--- config.mk ---
export PLATFORM = sky130hd
export DESIGN_NAME = countone_mul_arb
export DESIGN_NICKNAME = d
export VERILOG_FILES = /design/src/rtl/countone_mul_pkg.sv /design/src/rtl/countone_rr_arb.sv /design/src/rtl/countone_mul_arb.sv
export SDC_FILE = /design/constraint.sdc
export NUM_CORES = 1
export LEC_CHECK = 0
export CAP_MARGIN = 30
export CORE_MARGIN = 10
export CORE_UTILIZATION = 40
export CTS_CLUSTER_DIAMETER = 150
export CTS_CLUSTER_SIZE = 16
export DETAILED_ROUTE_END_ITERATION = 16
export DONT_BUFFER_PORTS = 1
export GPL_ROUTABILITY_DRIVEN = 0
export PLACE_DENSITY = 0.59
export SYNTH_ARGS = -nofsm -noshare
export SYNTH_HDL_FRONTEND = slang
export SYNTH_SLANG_ARGS = --single-unit
--- constraint.sdc ---
create_clock -name clk -period 3.7 [get_ports clk]
set_input_delay 0.37 -clock clk [delete_from_list [all_inputs] [get_ports clk]]
set_output_delay 0.37 -clock clk [all_outputs]
set_load 0.05 [all_outputs]
--- src/rtl/countone_mul_pkg.sv ---
// Shared definitions for the round-robin multiplier front-end.
// Holds the datapath widths, the pipeline tag type and a small
// index wrap helper used by the arbiter.
package countone_mul_pkg;

    localparam int OP_W    = 12;
    localparam int PROD_W  = 24;
    localparam int ID_W    = 3;
    localparam int MAX_REQ = 8;
    localparam int CNT_W   = 4;
    localparam int IW1     = ID_W + 1;

    // One entry of the tag pipeline that shadows the external multiplier.
    typedef struct packed {
        logic            valid;
        logic [ID_W-1:0] id;
    } tag_t;

    // Reduce sum (which is always < 2*n) modulo n.
    function automatic logic [ID_W-1:0] wrap_idx(input logic [IW1-1:0] sum,
                                                 input logic [IW1-1:0] n);
        logic [IW1-1:0] r;
        r = (sum >= n) ? (sum - n) : sum;
        return r[ID_W-1:0];
    endfunction

endpackage

--- src/rtl/countone_rr_arb.sv ---
// Round-robin arbiter: combinational grant search starting at rr_ptr,
// plus the rr_ptr register that moves past the winner on each transfer.
module countone_rr_arb
    import countone_mul_pkg::*;
#(
    parameter int NUM_REQ = 4
) (
    input  logic               clk,
    input  logic               reset_n,
    input  logic [NUM_REQ-1:0] req_valid,
    input  logic               advance,
    output logic               grant_any,
    output logic [ID_W-1:0]    grant_idx
);

    logic [ID_W-1:0]    rr_ptr_q;
    logic [ID_W-1:0]    rr_ptr_d;
    logic [MAX_REQ-1:0] valid_ext;
    logic [ID_W-1:0]    cand_idx [NUM_REQ];
    logic [NUM_REQ-1:0] cand_hit;

    // Pad to the maximum width so a 3-bit index never runs off the vector.
    assign valid_ext = MAX_REQ'(req_valid);

    // Candidate gi is the requester gi positions after the pointer.
    genvar gi;
    generate
        for (gi = 0; gi < NUM_REQ; gi++) begin : g_cand
            assign cand_idx[gi] = wrap_idx({1'b0, rr_ptr_q} + IW1'(gi), IW1'(NUM_REQ));
            assign cand_hit[gi] = valid_ext[cand_idx[gi]];
        end
    endgenerate

    // Closest asserted candidate to the pointer wins.
    always_comb begin
        grant_any = 1'b0;
        grant_idx = '0;
        for (int i = NUM_REQ - 1; i >= 0; i--) begin
            if (cand_hit[i]) begin
                grant_any = 1'b1;
                grant_idx = cand_idx[i];
            end
        end
    end

    // Pointer moves to the requester after the one just served.
    always_comb begin
        rr_ptr_d = rr_ptr_q;
        if (advance && grant_any) begin
            rr_ptr_d = wrap_idx({1'b0, grant_idx} + IW1'(1), IW1'(NUM_REQ));
        end
    end

    // Pointer register.
    always_ff @(posedge clk or negedge reset_n) begin
        if (!reset_n) begin
            rr_ptr_q <= '0;
        end else begin
            rr_ptr_q <= rr_ptr_d;
        end
    end

endmodule

--- src/rtl/countone_mul_arb.sv ---
// Shares one external pipelined multiplier between NUM_REQ requesters.
// A tag pipeline of depth LATENCY tracks which requester owns each product
// and freezes together with the multiplier while a response is stalled.
// Optional statistics outputs are enabled by defining COUNTONE_MUL_ARB_STATS_EN.
module countone_mul_arb
    import countone_mul_pkg::*;
#(
    parameter int NUM_REQ = 4,
    parameter int LATENCY = 3
) (
    input  logic                    clk,
    input  logic                    reset_n,
    input  logic [NUM_REQ-1:0]      req_valid,
    output logic [NUM_REQ-1:0]      req_ready,
    input  logic [NUM_REQ*OP_W-1:0] req_a,
    input  logic [NUM_REQ*OP_W-1:0] req_b,
    output logic                    mul_ce,
    output logic [OP_W-1:0]         mul_din0,
    output logic [OP_W-1:0]         mul_din1,
    input  logic [PROD_W-1:0]       mul_dout,
    output logic                    rsp_valid,
    input  logic                    rsp_ready,
    output logic [ID_W-1:0]         rsp_id,
    output logic [PROD_W-1:0]       rsp_p,
    output logic [CNT_W-1:0]        inflight
`ifdef COUNTONE_MUL_ARB_STATS_EN
    ,
    output logic [31:0]             stat_issued,
    output logic [31:0]             stat_stall
`endif
);

    logic            grant_any;
    logic [ID_W-1:0] grant_idx;
    logic            xfer;
    logic [OP_W-1:0] op_a [MAX_REQ];
    logic [OP_W-1:0] op_b [MAX_REQ];
    logic [OP_W-1:0] din0_q, din0_d;
    logic [OP_W-1:0] din1_q, din1_d;
    tag_t            tag_q [LATENCY];
    tag_t            tag_d [LATENCY];
    logic [CNT_W-1:0] inflight_q, inflight_d;
    logic            rsp_fire;

    countone_rr_arb #(
        .NUM_REQ (NUM_REQ)
    ) u_arb (
        .clk       (clk),
        .reset_n   (reset_n),
        .req_valid (req_valid),
        .advance   (xfer),
        .grant_any (grant_any),
        .grant_idx (grant_idx)
    );

    // Unpack operands; unused slots read as zero so any 3-bit index is safe.
    genvar gi;
    generate
        for (gi = 0; gi < MAX_REQ; gi++) begin : g_ops
            if (gi < NUM_REQ) begin : g_live
                assign op_a[gi] = req_a[gi*OP_W +: OP_W];
                assign op_b[gi] = req_b[gi*OP_W +: OP_W];
            end else begin : g_pad
                assign op_a[gi] = '0;
                assign op_b[gi] = '0;
            end
        end
    endgenerate

    assign rsp_valid = tag_q[LATENCY-1].valid;
    assign rsp_id    = tag_q[LATENCY-1].id;
    assign rsp_p     = mul_dout;
    assign rsp_fire  = rsp_valid && rsp_ready;
    assign mul_ce    = !(rsp_valid && !rsp_ready);
    // Ready is suppressed during reset so nothing can be accepted then.
    assign xfer      = reset_n && grant_any && mul_ce;

    generate
        for (gi = 0; gi < NUM_REQ; gi++) begin : g_ready
            assign req_ready[gi] = xfer && (grant_idx == ID_W'(gi));
        end
    endgenerate

    // Operands follow the winner on a transfer and hold otherwise.
    always_comb begin
        din0_d = din0_q;
        din1_d = din1_q;
        if (xfer) begin
            din0_d = op_a[grant_idx];
            din1_d = op_b[grant_idx];
        end
    end

    assign mul_din0 = din0_d;
    assign mul_din1 = din1_d;

    // Tag pipeline shifts in lockstep with the multiplier clock enable.
    always_comb begin
        tag_d = tag_q;
        if (mul_ce) begin
            tag_d[0].valid = xfer;
            tag_d[0].id    = xfer ? grant_idx : '0;
            for (int i = 1; i < LATENCY; i++) begin
                tag_d[i] = tag_q[i-1];
            end
        end
    end

    // Outstanding-request counter; simultaneous issue and retire cancel out.
    always_comb begin
        inflight_d = inflight_q;
        case ({xfer, rsp_fire})
            2'b10:   inflight_d = inflight_q + CNT_W'(1);
            2'b01:   inflight_d = inflight_q - CNT_W'(1);
            default: inflight_d = inflight_q;
        endcase
    end

    assign inflight = inflight_q;

    // Datapath and tag state registers.
    always_ff @(posedge clk or negedge reset_n) begin
        if (!reset_n) begin
            din0_q     <= '0;
            din1_q     <= '0;
            inflight_q <= '0;
            for (int i = 0; i < LATENCY; i++) begin
                tag_q[i] <= '0;
            end
        end else begin
            din0_q     <= din0_d;
            din1_q     <= din1_d;
            inflight_q <= inflight_d;
            tag_q      <= tag_d;
        end
    end

`ifdef COUNTONE_MUL_ARB_STATS_EN
    logic [31:0] issued_q, issued_d;
    logic [31:0] stall_q,  stall_d;

    // Saturating event counters for issued transfers and frozen cycles.
    always_comb begin
        issued_d = issued_q;
        stall_d  = stall_q;
        if (xfer && (issued_q != '1)) begin
            issued_d = issued_q + 32'd1;
        end
        if (!mul_ce && (stall_q != '1)) begin
            stall_d = stall_q + 32'd1;
        end
    end

    // Statistics registers.
    always_ff @(posedge clk or negedge reset_n) begin
        if (!reset_n) begin
            issued_q <= '0;
            stall_q  <= '0;
        end else begin
            issued_q <= issued_d;
            stall_q  <= stall_d;
        end
    end

    assign stat_issued = issued_q;
    assign stat_stall  = stall_q;
`endif

endmodule

==> out/results.ini <==
[synthesis]
synth-async-reset-ratio_pct=100.0
synth-edff-count=0
synth_top_flop_cell=dfrtp_1
ys_seq_area_share_pct=26.71
ys_ff_latch=43
synthDistinctLibCells=48
synth_common_cells=nand2_1, mux2i_1, a31oi_1
postSynthCellCount=463
synth_top_area_cell=dfrtp_1
ys_warn_count=0
synth_area_mm2=0.004029
syn_avg_cell_area_um2=8.702
syn_nets=599
synth.most_common_cell=nand2_1
yosysTopAreaCellShare_pct=26.71
yosys-top-cells-area=dfrtp_1, mux2i_1, a31oi_1

[placement]
dp.cells=567
port_buffers=0
dp_hpwl_um=8673
pre_cts_ws_ns=0.3484

[layout]
regArea_mm2=0.001080
fin_util_pct=44.88
fillers=986
diodes=0
multiInputGateArea_mm2=0.002534
layout-area-overhead-vs-synth_pct=8.882
fin_nets=583
instances_no_fill=581
drive_gt1_share_pct=21.21

[setup_path]
start_kind=flop
path_class=reg2out
crit_path_max_fanout=27
crit_slowest_cell=dfrtp_4
worstSetupEndpointType=output port
slowest_delay_ns=0.47
worstPathArrival_ns=3.15
crit_chain=inv_1 -> ha_2 -> or2_2 -> o211ai_1 -> a31oi_4 -> buf_4 -> nand2_4 -> buf_12 -> mux2_2 -> o211ai_1 -> a31oi_1 -> buf_4
required_ns=3.33

[floorplanning]
die_y_um=120.4
rows=36
ios=188
die_w_um=120.4
floorplan.initialDensity_pct=41.22
dieArea_mm2=0.01449
core_mm2=0.009774

[global_route]
antenna_found_initial=0
gr-total-overflow=0
grt_max_degree=74
grt_pass1_wl_um=18640
first_global_vias=3554
grt_usage_pct=15.63

[sta]
max_freq_mhz=283.7
slew_headroom_pct=46.04
setup_viol=0
worst_pin_slew_ns=0.8077
finalHoldViolCount=0
setup_ws_ns=0.1751
fin_skew_ns=0.008283
finalCritPeriodShare_pct=95.27
finalMaxSlewViolations=0
finalCriticalPeriod_ns=3.525
rsz0062_at_grt=no
tns_ns=0

[routing]
wl_met1_um=4556
drtIter0Drc=228
wl_met2_um=5731
totalWireLength_um=12150
vias=3466
wl_per_cell_um=20.91
ant_nets=0
dr.pass1.iters=5
drcViolationCount=0
top_layer_used=met4
dr_wl_met3_um=1531
vias_per_cell=5.966

[min_path]
hold_class=in2reg

[clock_network]
clock_latency_ns=0.30
cts_sinks=43
clockBufferDepth=2
cts_tree=done
cts_made_buffers=5
cts-root-buf=clkbuf_8
htree_levels=2
clk_pin_slew_ns=0.09

[flow_run]
drv_cap=0

[run_status]
status=finished, final reports clean

-- metal layers --
layer	track usage [%]	vias up
li1	-	1644
met1	16.94	1642
met2	25.99	150
met3	7.585	30
met4	5.656	0
met5	0	-
-- cell type report --
| type | instances | area share [%] |
|---|---|---|
| clock buffer | 5 | 1.569 |
| clock inverter | 3 | 0.9983 |
| inverter | 9 | 0.7701 |
| multi-input combinational | 344 | 57.76 |
| sequential | 43 | 24.62 |
| tap | 133 | 3.794 |
| timing repair buffer | 44 | 10.50 |
-- flip-flops by register name, summed over array words and instances, names as in the netlist --
name and count:
din0_q 12, din1_q 12, inflight 4, rsp_id 3
rsp_valid 1, tag_q 8, u_arb.rr_ptr_q 3
-- cell families (layout without fill, tap and decap cells) --
kind of cell,after synthesis,after routing,share of synthesized area (%)
AND/OR/NAND/NOR,131,131,13.98
XOR/XNOR,4,4,0.8697
other,1,1,0.09308
flip-flops,43,43,26.71
multiplexers,78,78,20.50
adder cells (fa/ha/maj),9,9,2.795
buffers and inverters,76,61,11.30
AO/OA/AOI/OAI,121,121,23.76
-- cells in the final DEF (no fill, tap or decap), types with 2 or more instances in the layout --
cell / instances
xnor2_1: 3
a21oi_1: 4
mux2_2: 26
buf_4: 32
nor2b_1: 3
nand2_1: 78
buf_12: 6
dfrtp_1: 42
nand2b_1: 4
o211ai_1: 25
a31oi_1: 49
and2_1: 6
nor2_1: 27
buf_6: 2
clkbuf_8: 5
ha_1: 8
inv_1: 7
mux2i_1: 50
nand3_1: 4
a221o_1: 24
o21ai_0: 4
-- repair_timing --
action / in CTS / in global routing
hold buffers: 2 / 0
hold endpoints to repair: 43 / 0
setup endpoints to repair: 0 / 27
resized for setup: 0 / 14
setup buffers: 0 / 2
-- worst max-delay path, delay by kind of cell (launching register included) --
kind,cells,cell delay (ns)
AOI/OAI and AO/OA,4,0.57
adders and majority gates,1,0.35
buffers and inverters,4,0.70
DFF,1,0.47
muxes,1,0.35
and+or+nand+nor,2,0.42
-- worst paths after layout --
| path | end | cells after the start | from | slack (ns) |
|---|---|---|---|---|
| worst max-delay path | mul_din0[2] | 12 | u_arb.rr_ptr_q[0] | 0.18 |
| worst min-delay path | din1_q[7] | 3 | req_b[7] | 0.38 |
| worst max register to register | inflight[2] | 14 | u_arb.rr_ptr_q[0] | 0.55 |
| worst min register to register | tag_q[7] | 2 | tag_q[7] | 0.46 |
| max in group asynchronous | u_arb.rr_ptr_q[0] | 2 | reset_n | 2.89 |
| min in group asynchronous | inflight[2] | 2 | reset_n | 0.57 |
-- stage by stage --
step / hold WS (ns) / cell area [um2]
global placement: 0.07669 / 4144
detailed placement: 0.07649 / 4144
global route: 0.4255 / 4387
CTS: 0.3765 / 4294
floorplan: 0.07441 / 4029
finish: 0.3780 / 4387
Power is not shown: default switching activity piles up to over one toggle a cycle in this logic, so the estimate is an artifact.
